[src/rtl/mem_bus_arbiter_pkg.sv]
// rtl/mem_bus_arbiter_pkg.sv - shared types for the memory bus arbiter
package mem_bus_arbiter_pkg;

  localparam int ARB_ADDR_W = 64;
  localparam int ARB_DATA_W = 64;
  localparam int ARB_STRB_W = ARB_DATA_W / 8;

  typedef enum logic [1:0] {
    IDLE = 2'd0,
    REQ  = 2'd1,
    RESP = 2'd2
  } arb_state_e;

  typedef enum logic {
    OWN_I = 1'b0,
    OWN_D = 1'b1
  } arb_owner_e;

  typedef struct packed {
    logic [ARB_ADDR_W-1:0] addr;
    logic                  we;
    logic [ARB_DATA_W-1:0] wdata;
    logic [ARB_STRB_W-1:0] wstrb;
  } bus_req_t;

endpackage

[src/rtl/mem_bus_arbiter_pick.sv]
// rtl/mem_bus_arbiter_pick.sv - arb_pick owner selection; ARB_FAIR_EN adds the starvation counter
module arb_pick
  import mem_bus_arbiter_pkg::*;
#(
  parameter int FAIR_LIMIT = 4
) (
  input  logic       clk,
  input  logic       rst,
  input  logic       pick_en,
  input  logic       i_req,
  input  logic       d_req,
  output logic       pick_valid,
  output arb_owner_e pick_owner
);

  assign pick_valid = i_req | d_req;

`ifdef ARB_FAIR_EN
  localparam int CNT_W = $clog2(FAIR_LIMIT + 1);

  logic [CNT_W-1:0] cnt_q;
  logic             i_turn;

  // fetch has waited through FAIR_LIMIT data grants: it takes this slot
  assign i_turn     = i_req && d_req && (cnt_q == CNT_W'(FAIR_LIMIT));
  assign pick_owner = (d_req && !i_turn) ? OWN_D : OWN_I;

  // count consecutive data wins that left a fetch waiting
  always_ff @(posedge clk) begin
    if (rst) begin
      cnt_q <= '0;
    end else if (pick_en) begin
      if (pick_owner == OWN_D && i_req) begin
        cnt_q <= cnt_q + CNT_W'(1);
      end else begin
        cnt_q <= '0;
      end
    end
  end
`else
  logic unused_pick;

  assign pick_owner  = d_req ? OWN_D : OWN_I;
  assign unused_pick = &{1'b0, clk, rst, pick_en, (FAIR_LIMIT != 0)};
`endif

endmodule

[src/rtl/mem_bus_arbiter.sv]
// rtl/mem_bus_arbiter.sv - I/D memory bus arbiter, one transaction at a time; ARB_FAIR_EN enables fetch fairness
module mem_bus_arbiter
  import mem_bus_arbiter_pkg::*;
#(
  parameter int ADDR_W     = 64,
  parameter int DATA_W     = 64,
  parameter int FAIR_LIMIT = 4
) (
  input  logic                clk,
  input  logic                rst,
  input  logic                i_req,
  input  logic [ADDR_W-1:0]   i_addr,
  input  logic                i_abort,
  output logic                i_gnt,
  output logic                i_rvalid,
  output logic [DATA_W-1:0]   i_rdata,
  input  logic                d_req,
  input  logic                d_we,
  input  logic [ADDR_W-1:0]   d_addr,
  input  logic [DATA_W-1:0]   d_wdata,
  input  logic [DATA_W/8-1:0] d_wstrb,
  output logic                d_gnt,
  output logic                d_rvalid,
  output logic [DATA_W-1:0]   d_rdata,
  output logic                m_req,
  output logic                m_we,
  output logic [ADDR_W-1:0]   m_addr,
  output logic [DATA_W-1:0]   m_wdata,
  output logic [DATA_W/8-1:0] m_wstrb,
  input  logic                m_ready,
  input  logic                m_rvalid,
  input  logic [DATA_W-1:0]   m_rdata
);

  arb_state_e state_q, state_d;
  arb_owner_e owner_q, owner_d;
  bus_req_t   bus_q, bus_d;
  logic       drop_q, drop_d;

  logic       i_eff;
  logic       pick_en;
  logic       pick_valid;
  arb_owner_e pick_owner;
  logic       own_i;
  logic       kill;

  // a fetch raised together with a flush is already stale
  assign i_eff = i_req & ~i_abort;
  assign own_i = (owner_q == OWN_I);
  assign kill  = own_i & i_abort;

  arb_pick #(
    .FAIR_LIMIT (FAIR_LIMIT)
  ) u_pick (
    .clk        (clk),
    .rst        (rst),
    .pick_en    (pick_en),
    .i_req      (i_eff),
    .d_req      (d_req),
    .pick_valid (pick_valid),
    .pick_owner (pick_owner)
  );

  assign m_we    = bus_q.we;
  assign m_addr  = bus_q.addr[ADDR_W-1:0];
  assign m_wdata = bus_q.wdata[DATA_W-1:0];
  assign m_wstrb = bus_q.wstrb[DATA_W/8-1:0];
  assign i_rdata = m_rdata;
  assign d_rdata = m_rdata;

  // state, owner, latched bus fields and the stale-response flag
  always_ff @(posedge clk) begin
    if (rst) begin
      state_q <= IDLE;
      owner_q <= OWN_I;
      bus_q   <= '0;
      drop_q  <= 1'b0;
    end else begin
      state_q <= state_d;
      owner_q <= owner_d;
      bus_q   <= bus_d;
      drop_q  <= drop_d;
    end
  end

  // next state, bus latch, handshakes and response routing
  always_comb begin
    state_d  = state_q;
    owner_d  = owner_q;
    bus_d    = bus_q;
    drop_d   = drop_q;
    pick_en  = 1'b0;
    m_req    = 1'b0;
    i_gnt    = 1'b0;
    d_gnt    = 1'b0;
    i_rvalid = 1'b0;
    d_rvalid = 1'b0;
    case (state_q)
      IDLE: begin
        if (pick_valid) begin
          pick_en = 1'b1;
          owner_d = pick_owner;
          drop_d  = 1'b0;
          state_d = REQ;
          if (pick_owner == OWN_D) begin
            bus_d.addr  = ARB_ADDR_W'(d_addr);
            bus_d.we    = d_we;
            bus_d.wdata = ARB_DATA_W'(d_wdata);
            bus_d.wstrb = ARB_STRB_W'(d_wstrb);
          end else begin
            bus_d.addr  = ARB_ADDR_W'(i_addr);
            bus_d.we    = 1'b0;
            bus_d.wdata = '0;
            bus_d.wstrb = '0;
          end
        end
      end
      REQ: begin
        m_req = 1'b1;
        if (m_ready) begin
          i_gnt   = own_i;
          d_gnt   = ~own_i;
          drop_d  = kill;
          state_d = RESP;
        end else if (kill) begin
          state_d = IDLE;
        end
      end
      RESP: begin
        if (m_rvalid) begin
          i_rvalid = own_i & ~drop_q & ~kill;
          d_rvalid = ~own_i;
          drop_d   = 1'b0;
          state_d  = IDLE;
        end else if (kill) begin
          drop_d = 1'b1;
        end
      end
      default: begin
        state_d = IDLE;
      end
    endcase
  end

endmodule
[config.mk]
export PLATFORM = sky130hd
export DESIGN_NAME = mem_bus_arbiter
export DESIGN_NICKNAME = d
export VERILOG_FILES = /design/src/rtl/mem_bus_arbiter_pkg.sv /design/src/rtl/mem_bus_arbiter_pick.sv /design/src/rtl/mem_bus_arbiter.sv
export SDC_FILE = /design/constraint.sdc
export NUM_CORES = 1
export LEC_CHECK = 0
export CAP_MARGIN = 20
export CELL_PAD_IN_SITES_DETAIL_PLACEMENT = 0
export CELL_PAD_IN_SITES_GLOBAL_PLACEMENT = 1
export CORE_AREA = 5 5 209 211
export DETAILED_ROUTE_END_ITERATION = 12
export DIE_AREA = 0 0 214 216
export DONT_BUFFER_PORTS = 1
export PLACE_DENSITY_LB_ADDON = 0.1
export SLEW_MARGIN = 20
export SYNTH_ARGS = -nofsm -noshare
export SYNTH_HDL_FRONTEND = slang
export SYNTH_SLANG_ARGS = --single-unit
[constraint.sdc]
create_clock -name clk -period 2.4 [get_ports clk]
set_input_delay 0.48 -clock clk [delete_from_list [all_inputs] [get_ports clk]]
set_output_delay 0.48 -clock clk [all_outputs]
set_load 0.02 [all_outputs]
# [After elaboration in Yosys (flattened, before gate mapping)]
# Index checks and enable logic that the tools add are counted.
[word_totals] regBits=141 elab_cells=49 output_inout_bits=270
[classes] bitwise=9 muxes=21 reduce_logical=5 n_eq_ne=7
[op_table] op="two-way mux 137 bit" count=1
[op_table] op="two-way mux 1 bit" count=14
[op_table] op="two-way mux 2 bit" count=4
[op_table] op="inequality test 2 bit, second input constant" count=3
[op_table] op="inequality test 3 bit, second input constant" count=2
[op_table] op="case mux 2 bit (3 select lines)" count=1
[op_table] op="bitwise AND 1 bit" count=4
[op_table] op="inverter 1 bit" count=4
[op_table] op="AND reduction 4 bit" count=1
[op_table] op="case mux 1 bit (3 select lines)" count=1
[op_table] op="AND reduction 3 bit" count=1
[op_table] op="nonzero test 3 bit" count=1
[op_table] op="== test 2 x 1 -> 1 bit, second input constant" count=1
[op_table] op="== test 2 bit, second input constant" count=1
[op_table] op="zero test 2 bit" count=1
[op_table] op="AND reduction 2 bit" count=1
[op_table] op="bitwise OR 1 bit" count=1

# [Depth between registers and ports, before layout]
# Gate-level depths: netlist of the first run.
[logic_depth] word_depth=6 depth_mapped=7

# [Hierarchy]
# Synthesis of the first run repeated with hierarchy kept, for this count alone.
[hier_totals] cells_unflattened=781 area_unflattened_um2=6686.4
[modules_own_cells] mod="mem_bus_arbiter" cells_per_inst=779 seq_area_each_um2=2822.7 area_per_inst_um2=6672.6 n_inst=1
[modules_own_cells] mod="arb_pick" cells_per_inst=2 seq_area_each_um2=0.0 area_per_inst_um2=13.8 n_inst=1

# [Least setup slack after synthesis of the first run]
# No wires, ideal clock.
[synth_path] path_kind="flip-flop to flip-flop" from="register state_q[1]" to="register drop_q" arrival_time_ps=1729 n_path_buf=0 path_stages_with_launch=7 required_time_ps=2330 path_slack_ps=602 period_less_slack_ps=1798 cell_sequence="dfxtp_1 -> inv_1 -> ha_1 -> nor2b_1 -> a211o_1 -> or4b_1 -> a21oi_1"
[synth_between] elab_chain_len=3
[synth_rtl] element="from (decl)" line_no="mem_bus_arbiter.sv:35" source="arb_state_e state_q, state_d;"
[synth_rtl] element="from (signal assigned)" line_no="mem_bus_arbiter.sv:79" source="state_q <= state_d;"
[synth_rtl] element="== test 2 bit (tied with other cells)" line_no="mem_bus_arbiter.sv:98" source="case (state_q)"
[synth_rtl] element="inequality test 3 bit (no line) (tied with other cells)"
[synth_rtl] element="AND reduction 4 bit (no line)"
[synth_rtl] element="to (signal assigned)" line_no="mem_bus_arbiter.sv:82" source="drop_q <= drop_d;"
[synth_rtl] element="to (decl)" line_no="mem_bus_arbiter.sv:38" source="logic drop_q, drop_d;"
# Several ways; a longest one is shown, not always the timed one.
# A chain may end at the register's enable or synchronous reset.

# [Worst setup path in the final report of the first run]
[layout_path] from="register state_q[1]" to="output i_gnt"
[layout_between] elab_chain_len=2
[layout_rtl] element="== test 2 x 1 -> 1 bit" line_no="mem_bus_arbiter.sv:98"
[layout_rtl] element="two-way mux 1 bit" line_no="mem_bus_arbiter.sv:98"
[layout_rtl] element="to (decl)" line_no="mem_bus_arbiter.sv:14" source="output logic i_gnt,"
# Every way passes these cells.

==> results of run 1 <==
[cell type report]
class                   count  area, um2  area share, %
well taps                 539        674           9.88
flip-flops and latches    141       2820           41.3
repair buffers              6       57.6          0.843
diodes                      2       5.00         0.0733
clock inverters            11        165           2.42
inverters                   3       11.3          0.165
clock buffers              20        467           6.84
multi-input cells         443       2630           38.4
[flip-flops by register name, summed over array words and instances (netlist names)]
signal   count
m_wdata     64
drop_q       1
m_addr      64
owner_q      1
m_wstrb      8
state_q      2
m_we         1
[path summary, 6_finish.rpt]
kind	from	depth (start not counted)	endpoint	slack [ps]
min	rst	1	m_addr[52]	90
max reg2reg	state_q[1]	6	drop_q	430
max	state_q[1]	3	i_gnt	260
min reg2reg	drop_q	2	drop_q	500
[power by group through the flow]
stage / Combinational (uW) / Clock (uW) / Sequential [uW]
6_report: 750 / 2900 / 3100
5_1_grt: 862 / 3140 / 3130
4_1_cts: 772 / 3090 / 3110
3_5_place_dp: 770 / 0 / 3160
3_3_place_gp: 747 / 0 / 3170
2_1_floorplan: 1010 / 0 / 3060
[critical path, stage by stage, from the launching register on]
cell	delay, ps
dfxtp_1	330
inv_1	120
ha_1	390
and3_1	350
[synthesized netlist by cell type (2+ instances only)]
cell / number
nand2_1: 77
inv_1: 3
a211oi_1: 64
buf_4: 135
dfxtp_1: 141
nor2_1: 66
a21oi_1: 75
and2b_1: 2
mux2i_1: 64
buf_2: 26
clkbuf_1: 29
o31ai_1: 2
nand3_1: 73
ha_1: 5
[routing by layer]
metal,up-vias,track usage (%),part of all wire [%]
li1,2214,-,-
met1,2096,9.12,36
met2,287,15.0,48
met3,49,7.22,14
met4,0,4.49,2.5
met5,-,0,0
[stage by stage]
step | instance area, um2 | utilization (%)
after global placement | 6190 | 14.9
after floorplan | 6690 | -
after detailed placement | 6190 | 14.9
after CTS | 6820 | 16.4
after global routing | 6830 | 16.4
final | 6830 | 16.4
[kinds of logic after synthesis]
| group | Yosys count | share of synthesized area [%] |
|---|---|---|
| buffers and inverters | 193 | 18.9 |
| AOI/OAI and AO/OA | 147 | 13.6 |
| adders and majority gates | 5 | 0.935 |
| DFF | 141 | 42.2 |
| muxes | 64 | 9.58 |
| and+or+nand+nor | 227 | 14.8 |
==> results.ini, run 1 <==
[place]
portBuffers = 0
dpl.cell_count = 1132
pre_cts_slack_ps = 428
hpwlAfterDp_mm = 15.5
gp_congestion = 0.708

[min_path]
hold_path_class = in2reg

[clock_network]
numCtsBuffers = 17
htreeDepth = 4
root_buffer = clkbuf_16
cts_buffer_depth = 2
clk_pin_slew_ps = 60
cts_hold_repair.buffers = 0
cts_tree = built
clk_latency_ps = 460
cts_sinks = 141
post_cts_resized = 0
cts_setup_buffers = 0

[critical_path]
cp_max_fo = 4
crit_type = reg2out
crit_arrival_ps = 1660
required_ps = 1920
start_kind = register
timing.critical_path.to_type = primary output

[power]
p_comb_share_pct = 11.1
p_switching_uw = 2060
p_sw_share_pct = 30.6
p_per_area_mw_per_mm2 = 989
p_seq_share_pct = 45.9
p_clk_share_pct = 42.9
p_total_uw = 6750
peakVddDrop_mv = 0.450
power.internal_uw = 4690
leakage_uw = 0.00247

[global_route]
grt_pass1_wl_mm = 32.7
track_usage_pct = 9.45
grt-ovfl-total = 0
grt_max_degree = 144
antenna_found_initial = 3
grt_pass1_vias = 4751

[floorplanning]
start_util_pct = 16.1
boundaryPins = 542
rows = 75
die_x_um = 214
dieHeight_um = 216
die_area_mm2 = 0.0462
fp.coreArea_mm2 = 0.0416

[yosys]
yosys_register_bits = 141
synthDistinctLibCells = 29
synth_area_leaders = dfxtp_1 42%, buf_4 15%, mux2i_1 9.6%, a211oi_1 7.2%, a21oi_1 5.6%
ys.warnings.count = 0
postSynthAreaPerCell_um2 = 8.61
syn_area_mm2 = 0.00669
postSynthCellCount = 777
ys.flop_type = dfxtp_1
synth-edff-count = 0
syn-num-nets = 1054
synth.largest_area_cell = dfxtp_1
seq_area_frac_synth_pct = 42.2
ys_async_sr_fraction_pct = 0
synth_top_area_share_pct = 42.2

[cells_and_area]
final_common_cell = dfxtp_1
final_cell_mix = 141 x dfxtp_1, 77 x nand2_1, 75 x a21oi_1
final_nets = 889
drive_above_1_share_pct = 6.89
final_cell_count_no_fill = 1165
n_fill_cell = 4636
area_delta_synth_final_pct = 2.06

[timing]
setup_viol = 0
final-hold-violation-count = 0
period_minus_slack_ps = 2140
drv_slew = 0
rsz0062_at_grt = no
fin_skew_ps = 7.07
min_period_over_period_pct = 89.1
setup_slack_ps = 261
slew_headroom_pct = 41.1
tightestPinTransition_ps = 883
tns_ps = 0
hold_ws_ps = 90.7
fmax_mhz = 467

[drt]
antenna_left = 0
drt_iter0_markers = 222
post_drt_wl_per_cell_um = 19.0
drc = 0
firstDrtPassIters = 4
routed_wl_mm = 22.2
vias_per_cell = 3.99
vias = 4646

[job]
cap_viol_max_count = 0

[run_status]
status = completed

Power figures use the tool's default switching activity.
==> run 2: changes to the inputs <==
--- a/config.mk
+++ b/config.mk
@@ -14,3 +14,5 @@
 export DONT_BUFFER_PORTS = 1
+export GPL_ROUTABILITY_DRIVEN = 0
 export PLACE_DENSITY_LB_ADDON = 0.1
+export SKIP_LAST_GASP = 1
 export SLEW_MARGIN = 20
==> constraint.sdc (replaced) <==
create_clock -name clk -period 2.4 [get_ports clk]
set_input_delay 0.12 -clock clk [delete_from_list [all_inputs] [get_ports clk]]
set_output_delay 0.12 -clock clk [all_outputs]
set_load 0.02 [all_outputs]
==> run 2 against run 1 <==
Compared with the run above:
- sequential power about the same
- clock power increased by 15%
- count of clock-buffer cells in the layout decreased by 1
- critical path type is now reg2reg
- critical endpoint is now m_addr[63]
- largest power group is now the clock network
==> results.ini, run 2 (synthesis results as in run 1) <==
[critical_path]
r2r-end = m_addr[63]
critPathSlowestCell = dlygate4sd3_1
start_kind = register
timing.critical_path.to_type = register
cp_max_fo = 32  ; +28
endpoint = m_addr[63]
crit_arrival_ps = 2550  ; +890 ps
timing.rr.start = state_q[1]
crit_type = reg2reg
ff2ff_path_depth = 7  ; +1
crit_chain = inv_1 > ha_2 > o21a_4 > buf_16 > nor2_1 > a211oi_1 > dlygate4sd3_1
ff2ff_setup_slack_ps = 240  ; -190 ps
critPathLaunch = state_q[1]
required_ps = 2800  ; +880 ps
cpPeakStageDelay_ps = 580  ; +190 ps

[floorplanning]
die_x_um = 214  ; unchanged
fp.coreArea_mm2 = 0.0416  ; unchanged
rows = 75  ; unchanged
die_area_mm2 = 0.0462  ; unchanged
dieHeight_um = 216  ; unchanged
start_util_pct = 16.1  ; unchanged
boundaryPins = 542  ; unchanged

[drt]
vias_per_cell = 4.07  ; +1.9%
vias = 5496  ; +18%
routed_wl_mm = 24.9  ; +12%
antenna_left = 0  ; unchanged
drt_iter0_markers = 217  ; -2.3%
firstDrtPassIters = 4  ; unchanged
post_drt_wl_per_cell_um = 18.4  ; -3.5%
drc = 0  ; unchanged

[global_route]
grt_pass1_vias = 5721  ; +20%
grt_max_degree = 129  ; -10%
antenna_found_initial = 1  ; -2
track_usage_pct = 10.4  ; +0.97 points
grt-ovfl-total = 0  ; unchanged
grt_pass1_wl_mm = 36.7  ; +12%

[clock_network]
cts_tree = built
clk_latency_ps = 460  ; about the same
clk_pin_slew_ps = 70  ; about the same
root_buffer = clkbuf_16
numCtsBuffers = 17  ; unchanged
cts_buffer_depth = 2  ; unchanged
cts_setup_buffers = 0  ; unchanged
htreeDepth = 4  ; unchanged
cts_sinks = 141  ; unchanged

[cells_and_area]
seqCellArea_mm2 = 0.00282  ; unchanged
multi_input_area_mm2 = 0.00263  ; unchanged
drive_above_1_share_pct = 5.78  ; -1.1 points
antenna_cells = 0  ; -2
final_cell_mix = 184 x dlygate4sd3_1, 141 x dfxtp_1, 77 x nand2_1
area_delta_synth_final_pct = 33.0
n_fill_cell = 4491  ; -3.1%
final_nets = 1077  ; +21%
final_common_cell = dlygate4sd3_1

[power]
p_switching_uw = 2280  ; +10%
p_clk_share_pct = 43.7  ; +0.8 points
p_comb_share_pct = 15.8  ; +4.7 points
p_per_area_mw_per_mm2 = 860  ; -13%
peakVddDrop_mv = 0.475  ; +5.5%
p_sw_share_pct = 29.8  ; -0.81 points
p_total_uw = 7650  ; +13%
p_seq_share_pct = 40.6  ; -5.3 points
leakage_uw = 0.00337  ; +37%
power.internal_uw = 5370  ; +15%

[timing]
setup_viol = 0  ; unchanged
min_period_over_period_pct = 89.8  ; +0.67 points
fin_skew_ps = 9.65  ; +2.58 ps
period_minus_slack_ps = 2160  ; +16.1 ps
drv_slew = 0  ; unchanged
tns_ps = 0  ; unchanged
slew_headroom_pct = 46.8  ; +5.7 points
final-hold-violation-count = 0  ; unchanged
tightestPinTransition_ps = 794  ; -88.6 ps
rsz0062_at_grt = no
fmax_mhz = 464  ; -0.75%
hold_ws_ps = 84.1  ; -6.68 ps

[place]
portBuffers = 0  ; unchanged
hpwlAfterDp_mm = 15.4  ; -0.19%

[min_path]
min_from = i_addr[19]
hold_path_class = in2reg

[job]
cap_viol_max_count = 0  ; unchanged

[run_status]
status = completed

[run 2: cell types whose count changed in the layout (fill, tap and decap cells not counted), moves of 3 or more]
cell | previous run | this run
buf_16 | 0 | 3
dlygate4sd3_1 | 0 | 184
clkinv_2 | 3 | 0
bufinv_16 | 4 | 8
inv_6 | 0 | 3
[run 2: final cells by class]
| cell class | instances | share of cell area [%] |
|---|---|---|
| flip-flops and latches | 141 | 31.7 |
| multi-input cells | 443 | 29.5 |
| well taps | 539 | 7.58 |
| repair buffers | 194 | 22.9 |
| clock inverters | 13 | 3.17 |
| clock buffers | 19 | 4.98 |
| inverters | 3 | 0.127 |
[run 2: through the flow]
step / cells / utilization, % / cell area (um2) / setup slack, ps
after global routing: 1352 / 21.4 / 8890 / 94.9
after floorplan: 777 / - / 6690 / 602
after CTS: 1350 / 21.3 / 8840 / 69.1
after global placement: 1132 / 15.0 / 6220 / 421
after detailed placement: 1132 / 15.0 / 6220 / 402
final: 1352 / 21.4 / 8890 / 245
[run 2: repair_timing]
action | CTS | global route
gates resized for setup | 0 | 1
endpoints found under the hold margin | 141 | 0
endpoints found under the setup margin | 0 | 17
hold buffers | 186 | 0
[run 2: worst min path at each step]
stage	endpoint	slack (ps)	depth (start not counted)
6_report	m_addr[19]	80	2
5_1_grt	m_addr[19]	80	2
4_1_cts	m_addr[19]	6	2
3_5_place_dp	m_addr[63]	210	1
3_3_place_gp	m_addr[63]	210	1
2_1_floorplan	m_wdata[63]	290	2
[run 2: critical path: cells and delay by family, from the launching register on]
family	cells	cell delay [ps]
flops	1	340
compound gates	2	470
buf+inv	3	920
fa+ha+maj	1	290
simple gates	1	60
[run 2: power by group through the flow]
| stage | registers, uW | clock network, uW | logic (uW) |
|---|---|---|---|
| floorplan | 3060 | 0 | 1010 |
| detailed placement | 3170 | 0 | 786 |
| CTS | 3110 | 3530 | 1170 |
| global placement | 3170 | 0 | 765 |
| finish | 3100 | 3340 | 1210 |
| global route | 3140 | 3590 | 1350 |
[run 2: routing by layer]
layer,part of all wire [%],global-route usage (%),up-vias
li1,-,-,2583
met1,38,10.9,2522
met2,46,16.4,317
met3,11,6.11,74
met4,3.9,6.06,0
met5,0,0,-
==> run 3: changes to the inputs <==
Settings changed: ABC_AREA from default to 1, CORE_AREA 5 5 209 211 to 5 5 208 210, DIE_AREA 0 0 214 216 to 0 0 213 215, MAX_ROUTING_LAYER from default to met4.
==> run 3 against run 2 <==
Compared with the run above:
- clock power fell by 16%
- design area rose by 1.4%
- flip-flop and latch count did not move
- die area fell by 0.93%
- final cell count rose by 17%
- sequential power rose by 6.8%
==> results.ini, run 3 <==
[run_status]
status = completed

[timing]
slew_headroom_pct = 61.9  ; +15 points
tns_ps = 0  ; unchanged
rsz0062_at_grt = no
period_minus_slack_ps = 2080  ; -70.9 ps
min_period_over_period_pct = 86.9  ; -3.0 points
tightestPinTransition_ps = 569  ; -226 ps
fin_skew_ps = 7.68  ; -1.97 ps
fmax_mhz = 480  ; +3.4%
hold_ws_ps = 21.2  ; -62.9 ps
setup_viol = 0  ; unchanged
drv_slew = 0  ; unchanged
final-hold-violation-count = 0  ; unchanged

[clock_network]
numCtsBuffers = 17  ; unchanged
cts_sinks = 141  ; unchanged
htreeDepth = 4  ; unchanged
cts_tree = built
cts_buffer_depth = 2  ; unchanged
clk_latency_ps = 430  ; -30 ps
root_buffer = clkbuf_16
clk_pin_slew_ps = 60  ; about the same

[drt]
drt_iter0_markers = 318  ; +47%
firstDrtPassIters = 6  ; +2
post_drt_wl_per_cell_um = 16.8  ; -8.8%
routed_wl_mm = 26.5  ; +6.6%
antenna_left = 0  ; unchanged
vias_per_cell = 3.86  ; -5.1%
vias = 6098  ; +11%
drc = 0  ; unchanged

[yosys]
yosys.area_share.simple_pct = 27.6  ; +13 points
synth_commonest_cells = 351 x nand2_1, 141 x dfxtp_1, 135 x nor2_1
postSynthAreaPerCell_um2 = 6.95  ; -19%
synthDistinctLibCells = 19  ; -34%
seq_area_frac_synth_pct = 41.3  ; -0.89 points
ys_async_sr_fraction_pct = 0  ; unchanged
ys.flop_type = dfxtp_1
synth.largest_area_cell = dfxtp_1
synth_top_family_by_area = simple AND/OR/NAND/NOR gates
synth_top_area_share_pct = 41.3  ; -0.89 points
syn-num-nets = 1261  ; +20%
ys.warnings.count = 0  ; unchanged
syn_area_mm2 = 0.00683  ; +2.2%
synth-edff-count = 0  ; unchanged
synthMostInstantiatedCell = nand2_1
yosys_register_bits = 141  ; unchanged
synthMuxAreaShare_pct = 0  ; -9.6 points
synth-xor-area-share_pct = 0  ; unchanged
synth_area_leaders = dfxtp_1 41%, nand2_1 19%, buf_4 15%, nor2_1 7.4%, a21oi_1 5.6%
synth_compound_area_share_pct = 10.4  ; -3.3 points
postSynthCellCount = 984  ; +27%
synthAdderAreaFrac_pct = 0.915  ; -0.020 points

[floorplanning]
die_x_um = 213  ; -0.47%
fp.coreArea_mm2 = 0.0414  ; -0.45%
boundaryPins = 542  ; unchanged
start_util_pct = 16.5  ; +0.42 points
die_area_mm2 = 0.0458  ; -0.93%
dieHeight_um = 215  ; -0.46%
rows = 75  ; unchanged

[critical_path]
crit_buf_inv = 3  ; unchanged
cpPeakStageDelay_ps = 550  ; -30 ps
timing.critical_path.to_type = register
crit_type = reg2reg
crit_family = buffers and inverters
critPathSlowestCell = dlygate4sd3_1
crit_arrival_ps = 2460  ; -90 ps
crit_chain = inv_1 > ha_1 > nand2_4 > buf_12 > nand2_1 > a21oi_1 > dlygate4sd3_1
cp_max_fo = 82  ; +160%
start_kind = register
required_ps = 2780  ; -20 ps

[power]
peakVddDrop_mv = 0.359  ; -24%
leakage_uw = 0.00374  ; +11%
p_per_area_mw_per_mm2 = 833  ; -3.2%

[job]
cap_viol_max_count = 0  ; unchanged

[cells_and_area]
drive_above_1_share_pct = 4.89  ; -0.89 points
n_fill_cell = 4644  ; +3.4%
area_delta_synth_final_pct = 31.9
antenna_cells = 0  ; unchanged
final_nets = 1307  ; +21%
final_common_cell = nand2_1
final_cell_mix = 351 x nand2_1, 200 x dlygate4sd3_1, 141 x dfxtp_1

[global_route]
grt_pass1_vias = 6378  ; +11%
antenna_found_initial = 0  ; -1
grt_max_degree = 83  ; -36%
grt-ovfl-total = 0  ; unchanged
grt_pass1_wl_mm = 38.8  ; +5.7%
track_usage_pct = 11.5  ; +1.1 points

[place]
portBuffers = 0  ; unchanged
hpwlAfterDp_mm = 18.4  ; +19%

[min_path]
hold_path_class = in2reg

==> run 3: tightest hold or removal path: stages <==
cell,delay (ps)
nand2_1,40
nand2_1,70
o21ai_0,100
nor2_1,90
==> run 3: worst paths after layout <==
path                                  from     endpoint  cells after the start  slack [ps]
worst max-delay path            state_q[0]  m_wdata[57]                      7         320
worst min-delay path                 d_req   m_addr[37]                      4          20
worst max register to register  state_q[0]  m_wdata[57]                      7         320
worst min register to register  state_q[0]   state_q[0]                      2         530
==> run 3: area by class of cell <==
| cell class | instances | area (um2) | area share (%) |
|---|---|---|---|
| Clock buffer | 18 | 429 | 4.76 |
| Sequential cell | 141 | 2820 | 31.3 |
| Clock inverter | 13 | 174 | 1.93 |
| Tap cell | 539 | 674 | 7.48 |
| Inverter | 14 | 52.6 | 0.583 |
| Timing Repair Buffer | 213 | 2200 | 24.4 |
| Multi-Input combinational cell | 643 | 2660 | 29.5 |
==> run 3: through the flow <==
| stage | utilization (%) | std cells | setup WS (ps) | area (um2) | total power [uW] |
|---|---|---|---|---|---|
| 2_1_floorplan | - | 984 | 1030 | 6830 | 4430 |
| 3_3_place_gp | 15.4 | 1348 | 774 | 6350 | 4500 |
| 3_5_place_dp | 15.4 | 1348 | 758 | 6350 | 4480 |
| 4_1_cts | 21.8 | 1581 | 318 | 9010 | 7730 |
| 5_1_grt | 21.8 | 1581 | 111 | 9010 | 7990 |
| 6_report | 21.8 | 1581 | 316 | 9010 | 7510 |
==> run 3: cells by family (layout without fill, tap and decap cells) <==
logic type / after synthesis / count (layout)
AOI/OAI and AO/OA: 141 / 141
buffers and inverters: 200 / 258
and+or+nand+nor: 497 / 497
DFF: 141 / 141
adders and majority gates: 5 / 5
==> run 3: per-layer routing <==
| layer | GRT usage, % | vias up | wire length (um) |
|---|---|---|---|
| met4 | 5.29 | 0 | 1010 |
| met2 | 19.2 | 224 | 13200 |
| met3 | 4.56 | 70 | 2280 |
| met5 | - | - | 0 |
| met1 | 11.8 | 2786 | 10000 |
| li1 | - | 3018 | - |
==> run 3: repair_timing <==
item | in CTS | in global routing
hold buffers | 202 | 0
setup buffers | 0 | 0
hold endpoints to repair | 139 | 0
gates resized for setup | 0 | 0
setup endpoints to repair | 0 | 0
==> run 3: report_power, final <==
part	leakage, uW	internal, uW	switching (uW)
registers	0.00116	2660	649
logic	0.00229	608	801
clock network	0.000295	1720	1070
